## config.mk

```make
export PLATFORM = sky130hd
export DESIGN_NAME = elastic_pipe_reg_flat
export DESIGN_NICKNAME = d
export VERILOG_FILES = /design/src/rtl/fpu_pipe_pkg.sv /design/src/rtl/elastic_pipe_reg_if.sv /design/src/rtl/pipe_stage_reg.sv /design/src/rtl/elastic_pipe_reg.sv /design/src/flat_wrapper.sv
export SDC_FILE = /design/constraint.sdc
export NUM_CORES = 1
export LEC_CHECK = 0
export CORE_UTILIZATION = 56
export DETAILED_ROUTE_END_ITERATION = 10
export PLACE_DENSITY = 0.88
export SLEW_MARGIN = 25
export SYNTH_ARGS = -nofsm -noshare
export SYNTH_HDL_FRONTEND = slang
export SYNTH_SLANG_ARGS = --single-unit
export TNS_END_PERCENT = 30
```

## constraint.sdc

```tcl
create_clock -name clk -period 4.29 [get_ports clk]
set_clock_uncertainty 0.05 [all_clocks]
set_input_delay 1.0725 -clock clk [delete_from_list [all_inputs] [get_ports clk]]
set_output_delay 1.0725 -clock clk [all_outputs]
set_load 0.1 [all_outputs]
```

## src/rtl/fpu_pipe_pkg.sv

```systemverilog
// Shared types and helpers for the elastic FPU pipeline register.
// Holds the flush-mode enum, the counter width helper and the reset fill value.
package fpu_pipe_pkg;

  // How a flush affects a stage: nothing, valid bits only, or valid bits and data.
  typedef enum logic [1:0] {
    FLUSH_NONE  = 2'd0,
    FLUSH_VALID = 2'd1,
    FLUSH_ALL   = 2'd2
  } flush_mode_e;

  // Every bit of the default reset/flush data value.
  localparam bit PIPE_RST_FILL = 1'b0;

  // Width of a counter that must hold 0..depth inclusive.
  function automatic int clog2p1(input int depth);
    return $clog2(depth + 1);
  endfunction

  // Translate the flush strobe into the per-stage action.
  function automatic flush_mode_e flush_mode_of(input logic flush, input bit flush_data);
    if (!flush) begin
      return FLUSH_NONE;
    end
    return flush_data ? FLUSH_ALL : FLUSH_VALID;
  endfunction

endpackage

```

## src/rtl/elastic_pipe_reg_if.sv

```systemverilog
// Valid/ready/data stream bundle used on both sides of the pipeline register.
// master drives valid and data, slave drives ready.
interface elastic_pipe_reg_if #(
  parameter int WIDTH = 32
);

  logic             valid;
  logic             ready;
  logic [WIDTH-1:0] data;

  modport master (
    output valid,
    output data,
    input  ready
  );

  modport slave (
    input  valid,
    input  data,
    output ready
  );

endinterface

```

## src/rtl/pipe_stage_reg.sv

```systemverilog
// One stage of the elastic pipeline: a valid bit plus a data register.
// The stage moves when i_load is set; data is only captured from a valid source,
// so the data register never holds an invalid beat.
module pipe_stage_reg
  import fpu_pipe_pkg::*;
#(
  parameter int               WIDTH   = 32,
  parameter logic [WIDTH-1:0] RST_VAL = '0
) (
  input  logic             clk,
  input  logic             reset,
  input  flush_mode_e      i_flush_mode,
  input  logic             i_load,
  input  logic             i_valid,
  input  logic [WIDTH-1:0] i_data,
  output logic             o_valid,
  output logic [WIDTH-1:0] o_data
);

  logic             r_valid;
  logic [WIDTH-1:0] r_data;

  // Valid bit: cleared by reset or any flush, otherwise follows the source when allowed to move.
  always_ff @(posedge clk or negedge reset) begin
    if (!reset) begin
      r_valid <= 1'b0;
    end else if (i_flush_mode != FLUSH_NONE) begin
      r_valid <= 1'b0;
    end else if (i_load) begin
      r_valid <= i_valid;
    end
  end

  // Data register: reloaded with RST_VAL on reset or a data flush, captures only valid beats.
  always_ff @(posedge clk or negedge reset) begin
    if (!reset) begin
      r_data <= RST_VAL;
    end else if (i_flush_mode == FLUSH_ALL) begin
      r_data <= RST_VAL;
    end else if ((i_flush_mode == FLUSH_NONE) && i_load && i_valid) begin
      r_data <= i_data;
    end
  end

  assign o_valid = r_valid;
  assign o_data  = r_data;

endmodule

```

## src/rtl/elastic_pipe_reg.sv

```systemverilog
// Multi-stage elastic pipeline register with valid/ready handshake.
// Empty stages absorb beats even while the output is stalled (bubble collapsing),
// so up to DEPTH beats are buffered before back-pressure reaches the input.
// A synchronous flush kills every stage; the asynchronous active-low reset does the same at once.
module elastic_pipe_reg
  import fpu_pipe_pkg::*;
#(
  parameter int               WIDTH      = 32,
  parameter int               DEPTH      = 3,
  parameter logic [WIDTH-1:0] RST_VAL    = {WIDTH{PIPE_RST_FILL}},
  parameter bit               FLUSH_DATA = 1'b1
) (
  input  logic                          clk,
  input  logic                          reset,
  input  logic                          flush,
  elastic_pipe_reg_if.slave             in_if,
  elastic_pipe_reg_if.master            out_if,
  output logic [clog2p1(DEPTH)-1:0]     occupancy
);

  localparam int CW = clog2p1(DEPTH);

  genvar gi;

  logic [DEPTH:0]   w_rdy;
  logic [DEPTH-1:0] w_v;
  logic [WIDTH-1:0] w_d [DEPTH];
  logic             w_in_fire;
  logic             w_out_fire;
  flush_mode_e      w_flush_mode;
  logic [CW-1:0]    r_occ;

  // Ready chain: a stage may move if it is empty or the stage after it moves.
  always_comb begin
    w_rdy        = '0;
    w_rdy[DEPTH] = out_if.ready;
    for (int i = DEPTH - 1; i >= 0; i--) begin
      w_rdy[i] = ~w_v[i] | w_rdy[i+1];
    end
  end

  assign w_flush_mode = flush_mode_of(flush, FLUSH_DATA);
  assign in_if.ready  = w_rdy[0] & ~flush;
  assign w_in_fire    = in_if.valid & in_if.ready;
  assign w_out_fire   = out_if.valid & out_if.ready;

  for (gi = 0; gi < DEPTH; gi++) begin : g_stage
    logic             w_src_valid;
    logic [WIDTH-1:0] w_src_data;

    if (gi == 0) begin : g_head
      // The head stage only sees a valid source on an accepted input beat.
      assign w_src_valid = w_in_fire;
      assign w_src_data  = in_if.data;
    end else begin : g_body
      assign w_src_valid = w_v[gi-1];
      assign w_src_data  = w_d[gi-1];
    end

    pipe_stage_reg #(
      .WIDTH  (WIDTH),
      .RST_VAL(RST_VAL)
    ) u_stage (
      .clk         (clk),
      .reset       (reset),
      .i_flush_mode(w_flush_mode),
      .i_load      (w_rdy[gi]),
      .i_valid     (w_src_valid),
      .i_data      (w_src_data),
      .o_valid     (w_v[gi]),
      .o_data      (w_d[gi])
    );
  end

  assign out_if.valid = w_v[DEPTH-1];
  assign out_if.data  = w_d[DEPTH-1];

  // Occupancy tracks accepted minus delivered beats; a flush empties the pipe.
  always_ff @(posedge clk or negedge reset) begin
    if (!reset) begin
      r_occ <= '0;
    end else if (flush) begin
      r_occ <= '0;
    end else begin
      r_occ <= r_occ + CW'(w_in_fire) - CW'(w_out_fire);
    end
  end

  assign occupancy = r_occ;

  a_occ_matches_valids : assert property (
    @(posedge clk) disable iff (!reset)
    32'(occupancy) == $countones(w_v)
  );

  a_out_stable_when_stalled : assert property (
    @(posedge clk) disable iff (!reset || flush)
    (out_if.valid && !out_if.ready) |=> (out_if.valid && $stable(out_if.data))
  );

  a_no_accept_on_flush : assert property (
    @(posedge clk) disable iff (!reset)
    flush |-> !in_if.ready
  );

endmodule
```

## src/flat_wrapper.sv

```systemverilog
// flat-port wrapper written by rule: the top's interface ports become plain ports
module elastic_pipe_reg_flat import fpu_pipe_pkg::*;
#(
  parameter int               WIDTH      = 32,
  parameter int               DEPTH      = 3,
  parameter logic [WIDTH-1:0] RST_VAL    = {WIDTH{PIPE_RST_FILL}},
  parameter bit               FLUSH_DATA = 1'b1
)
  (clk, reset, flush, occupancy, in_if_valid, in_if_data, in_if_ready, out_if_valid, out_if_data, out_if_ready);
  elastic_pipe_reg_if #(.WIDTH(WIDTH)) in_if_i ();
  elastic_pipe_reg_if #(.WIDTH(WIDTH)) out_if_i ();
  input  logic clk;
  input  logic reset;
  input  logic flush;
  output logic [clog2p1(DEPTH)-1:0] occupancy;
  input wire logic [$bits(in_if_i.valid)-1:0] in_if_valid;
  input wire logic [$bits(in_if_i.data)-1:0] in_if_data;
  output wire logic [$bits(in_if_i.ready)-1:0] in_if_ready;
  output wire logic [$bits(out_if_i.valid)-1:0] out_if_valid;
  output wire logic [$bits(out_if_i.data)-1:0] out_if_data;
  input wire logic [$bits(out_if_i.ready)-1:0] out_if_ready;
  assign in_if_i.valid = in_if_valid;
  assign in_if_i.data = in_if_data;
  assign in_if_ready = in_if_i.ready;
  assign out_if_valid = out_if_i.valid;
  assign out_if_data = out_if_i.data;
  assign out_if_i.ready = out_if_ready;
  elastic_pipe_reg #(.WIDTH(WIDTH), .DEPTH(DEPTH), .RST_VAL(RST_VAL), .FLUSH_DATA(FLUSH_DATA)) u_core (.clk(clk), .reset(reset), .flush(flush), .in_if(in_if_i), .out_if(out_if_i), .occupancy(occupancy));
endmodule
```

Yosys cells after proc, flatten, opt, wreduce, memory -nomap -nowiden

Index checks and enable logic that the tools add are counted.

Bits in registers: 101
Input port bits: 37
Output and inout port bits: 36
Word-level logic and storage cells: 48

Add/subtract/negate cells: 2
Eq/ne operators: 1
Mux-type cells: 14
Bitwise logic cells: 10
Reduce and logical (&&, ||, !) cells: 14

Operator list:

| kind               | count |
|---|---|
| $mux 32            | 6 |
| $reduce_bool 2->1  | 7 |
| $logic_and 1x1->1  | 6 |
| $mux 1             | 6 |
| $mux 2             | 2 |
| $not 1->1          | 4 |
| $and 1x1->1        | 3 |
| $or 1x1->1         | 3 |
| $add 2x1->2        | 1 |
| $eq 2x2->1 const B | 1 |
| $logic_not 2->1    | 1 |
| $sub 2x1->2        | 1 |

Longest topological paths before layout

Word-level depth: 9
Depth in mapped cells: 8
Depth with buffers taken out: 6

Cells and area by module

Synthesis repeated with hierarchy kept, for this count alone.

Cell total of the unflattened synthesis: 458
Area, all modules: 5147.4 µm²

By module, submodules not included:

| module           | instances | cells each | area an instance (µm²) |
|---|---|---|---|
| pipe_stage_reg   | 3         | 147        | 1657.8 |
| elastic_pipe_reg | 1         | 17         | 173.9 |

Worst setup path before layout

OpenSTA, ideal clock, no wires.

Kind: input to output
Start point: input port flush
End point: output port in_if_ready
Arrival: 2.748 ns
Data required time: 3.168 ns
Slack: 0.420 ns
Stages: 3
Path buffers: 2
Cells stage by stage: clkbuf_1 > clkbuf_1 > nor2_1

Longest elaborated chain between the ends: 2

Ends and longest elaborated chain:

| item               | RTL line               | source |
|---|---|---|
| start: declaration | flat_wrapper.sv:14     | `input logic flush;` |
| $not 1->1          | elastic_pipe_reg.sv:43 | `assign in_if.ready = w_rdy[0] & ~flush;` |
| $and 1x1->1        | elastic_pipe_reg.sv:43 |  |
| end: declaration   | flat_wrapper.sv:18     | `output wire logic [$bits(in_if_i.ready)-1:0] in_if_ready;` |

No other way between the ends.

Final worst setup path

Start point: input port out_if_ready
End point: output port in_if_ready

Longest elaborated chain between the ends: 4

Ends and longest elaborated chain:

| item                    | RTL line               | source |
|---|---|---|
| start: declaration      | flat_wrapper.sv:21     | `input wire logic [$bits(out_if_i.ready)-1:0] out_if_ready;` |
| $or 1x1->1 (3 in a row) | elastic_pipe_reg.sv:38 | `w_rdy[i] = ~w_v[i] \| w_rdy[i+1];` |
| $and 1x1->1             | elastic_pipe_reg.sv:43 |  |

No other way between the ends.

==> impl_metrics.toml <==
[run_status]
status = "finished clean"

[hold_path]
min_from = "u_core.g_stage[1].u_stage.o_data[25]"
whs_endpoint = "u_core.g_stage[2].u_stage.o_data[25]"
hp-class = "flip-flop to flip-flop"
holdPathStages = 1

[floorplanning]
die_y_um = 87.1
num_rows = 30
ios = 73
core_um2 = 6910
die_x_um = 87.1
die-area_um2 = 7590
start_util = 0.587

[cts]
clk_transition_reported_paths_ps = 80
post-cts-setup-buffers = 0
cts_buffers = 9
ctsHtreeMaxLevel = 3
cts_hold_repair.buffers = 0
cts-resized-gates = 0
clock_sinks = 101
cts_tree = "yes"
root_buffer = "clkbuf_8"
cts_max_path_buffers = 2
insertion_delay_ps = 350

[critical_path]
cp-end-kind = "output port"
required_ps = 3170
r2r_end = "u_core.g_stage[0].u_stage.o_data[25]"
rr_worst_depth = 4
cp-start-kind = "input port"
path_class = "input port to output port"
r2r-start = "u_core.g_stage[2].u_stage.o_valid"
arrival_ps = 2240
r2r_slack_ps = 2050
path_max_fanout = 5

[pwr]
power.density_nw_per_um2 = 364
power.leakage_uw = 0.00241
vdd_drop_max_mv = 0.233

[synth]
ys_ff_latch = 101
seq_area_frac_synth = 0.623
synth_cells = 275
yosysWarnings = 0
syn_avg_cell_area_um2 = 14.7
synth_nets = 314
syn-cell-area_um2 = 4060
yosysUniqueCellTypes = 22

[grt]
grt_pass1_wl_mm = 12.5
grt_pass1_vias = 2500
grt_antenna_before_repair = 0
grtUsageTotal = 0.225
grt_max_degree = 90
grt.overflow.total = 0

[sta]
setup_tns_ps = 0
finalSetupViolations = 0
hold_viol = 0
fmax_ghz = 0.298
min_period_over_period = 0.783
finalMaxSlewViolations = 0
hold_ws_ps = 447
tightest_slew_ps = 1010
rsz0062_at_grt = "false"
timing.final.crit_period_ps = 3360
max_slew_margin = 0.328

[placement]
gpl.final_weighted_congestion = 0.730
port_buffers = 72
dp_hpwl_mm = 5.07

[route]
routedWlPerCell_um = 17.7
avgViaCountPerCell = 5.62
first_iter_violations = 130
final_antenna_net_count = 0
drc = 0
wirelength_mm = 7.81
dr_total_vias = 2480
firstDrtPassIters = 4

[layout]
final_common_cell = "dfrtp_1"
antenna_cells = 0
syn_to_final_growth_pct = 23.4
fin_nets = 383
drive_above_1_share = 0.168
final_cell_mix = "101 x dfrtp_1, 69 x clkdlybuf4s50_1, 64 x a22o_1, 33 x nor2b_1, 29 x mux2_4"

[run]
maxCapViolCount = 0
==> cell type report <==
| type | count | area, um2 |
|---|---|---|
| Clock inverter | 3 | 65.1 |
| Tap cell | 96 | 120 |
| Inverter | 4 | 15.0 |
| Fill cell | 452 | 1900 |
| Sequential cell | 101 | 2530 |
| Clock buffer | 9 | 124 |
| Timing Repair Buffer | 78 | 759 |
| Multi-Input combinational cell | 150 | 1400 |
==> metal layers <==
layer	GRT usage	wire, um	part of all wire
met2	0.381	4090	0.52
met3	0.0427	326	0.042
met1	0.288	3260	0.42
met4	0.0924	131	0.017
met5	0	0	0
==> synthesized netlist by cell type <==
cell        n  area share
nor2b_1    33       0.051
nor3b_1     2      0.0037
a22o_1     64        0.14
ha_1        2      0.0062
nand3b_1    1      0.0019
mux2_2      3      0.0083
nor2_1      6      0.0056
and4b_1     1      0.0025
inv_1       4      0.0037
and2_1      1      0.0015
buf_12      3       0.015
or3b_1      1      0.0022
buf_6       1      0.0028
xnor2_1     1      0.0022
clkbuf_1   13       0.012
dfrtp_1   101        0.62
and2b_1     1      0.0019
nand2b_1    1      0.0015
xor2_1      1      0.0022
mux2_4     29        0.11
buf_2       3      0.0037
a21oi_1     3      0.0037
==> power by group <==
part           switching (uW)  total, uW  internal [uW]
sequential               21.9       1010            987
clock                     291        606            315
combinational             110        206           95.4
==> how the worst max path moves through the flow <==
stage / cells after the start / start / to / slack [ps]
2_1_floorplan: 3 / flush / in_if_ready / 420
3_3_place_gp: 5 / out_if_ready / u_core.g_stage[0].u_stage.o_data[15] / 880
3_5_place_dp: 5 / out_if_ready / u_core.g_stage[0].u_stage.o_data[25] / 860
4_1_cts: 4 / out_if_ready / in_if_ready / 930
5_1_grt: 4 / out_if_ready / in_if_ready / 860
6_report: 4 / out_if_ready / in_if_ready / 930
==> critical path: stages <==
cell and delay, ps:
clkdlybuf4s50_1 520, and4b_1 240, nor2_1 90, buf_4 300
==> cells by family after synthesis <==
logic type / after synthesis / synth area share
AND/OR/NAND/NOR: 47 / 0.0716
multiplexers: 32 / 0.116
buffers and inverters: 24 / 0.0370
adder cells (fa/ha/maj): 2 / 0.00617
flip-flops: 101 / 0.623
XOR/XNOR: 2 / 0.00432
AO/OA/AOI/OAI: 67 / 0.142
==> per-stage QoR <==
| step | worst slack [ps] | cells | power [uW] | util | cell area, um2 |
|---|---|---|---|---|---|
| 2_1_floorplan | 420 | 275 | 1150 | - | 4060 |
| 3_3_place_gp | 883 | 429 | 1220 | 0.697 | 4810 |
| 3_5_place_dp | 857 | 429 | 1230 | 0.697 | 4810 |
| 4_1_cts | 928 | 441 | 1830 | 0.724 | 5000 |
| 5_1_grt | 860 | 441 | 1880 | 0.725 | 5010 |
| 6_report | 932 | 441 | 1820 | 0.725 | 5010 |
==> flip-flops by register name, summed over array words and instances, names as in the netlist <==
register	flops
u_core.g_stage.u_stage.o_data	96
u_core.g_stage.u_stage.o_valid	3
u_core.occupancy	2
Power figures use the tool's default switching activity.
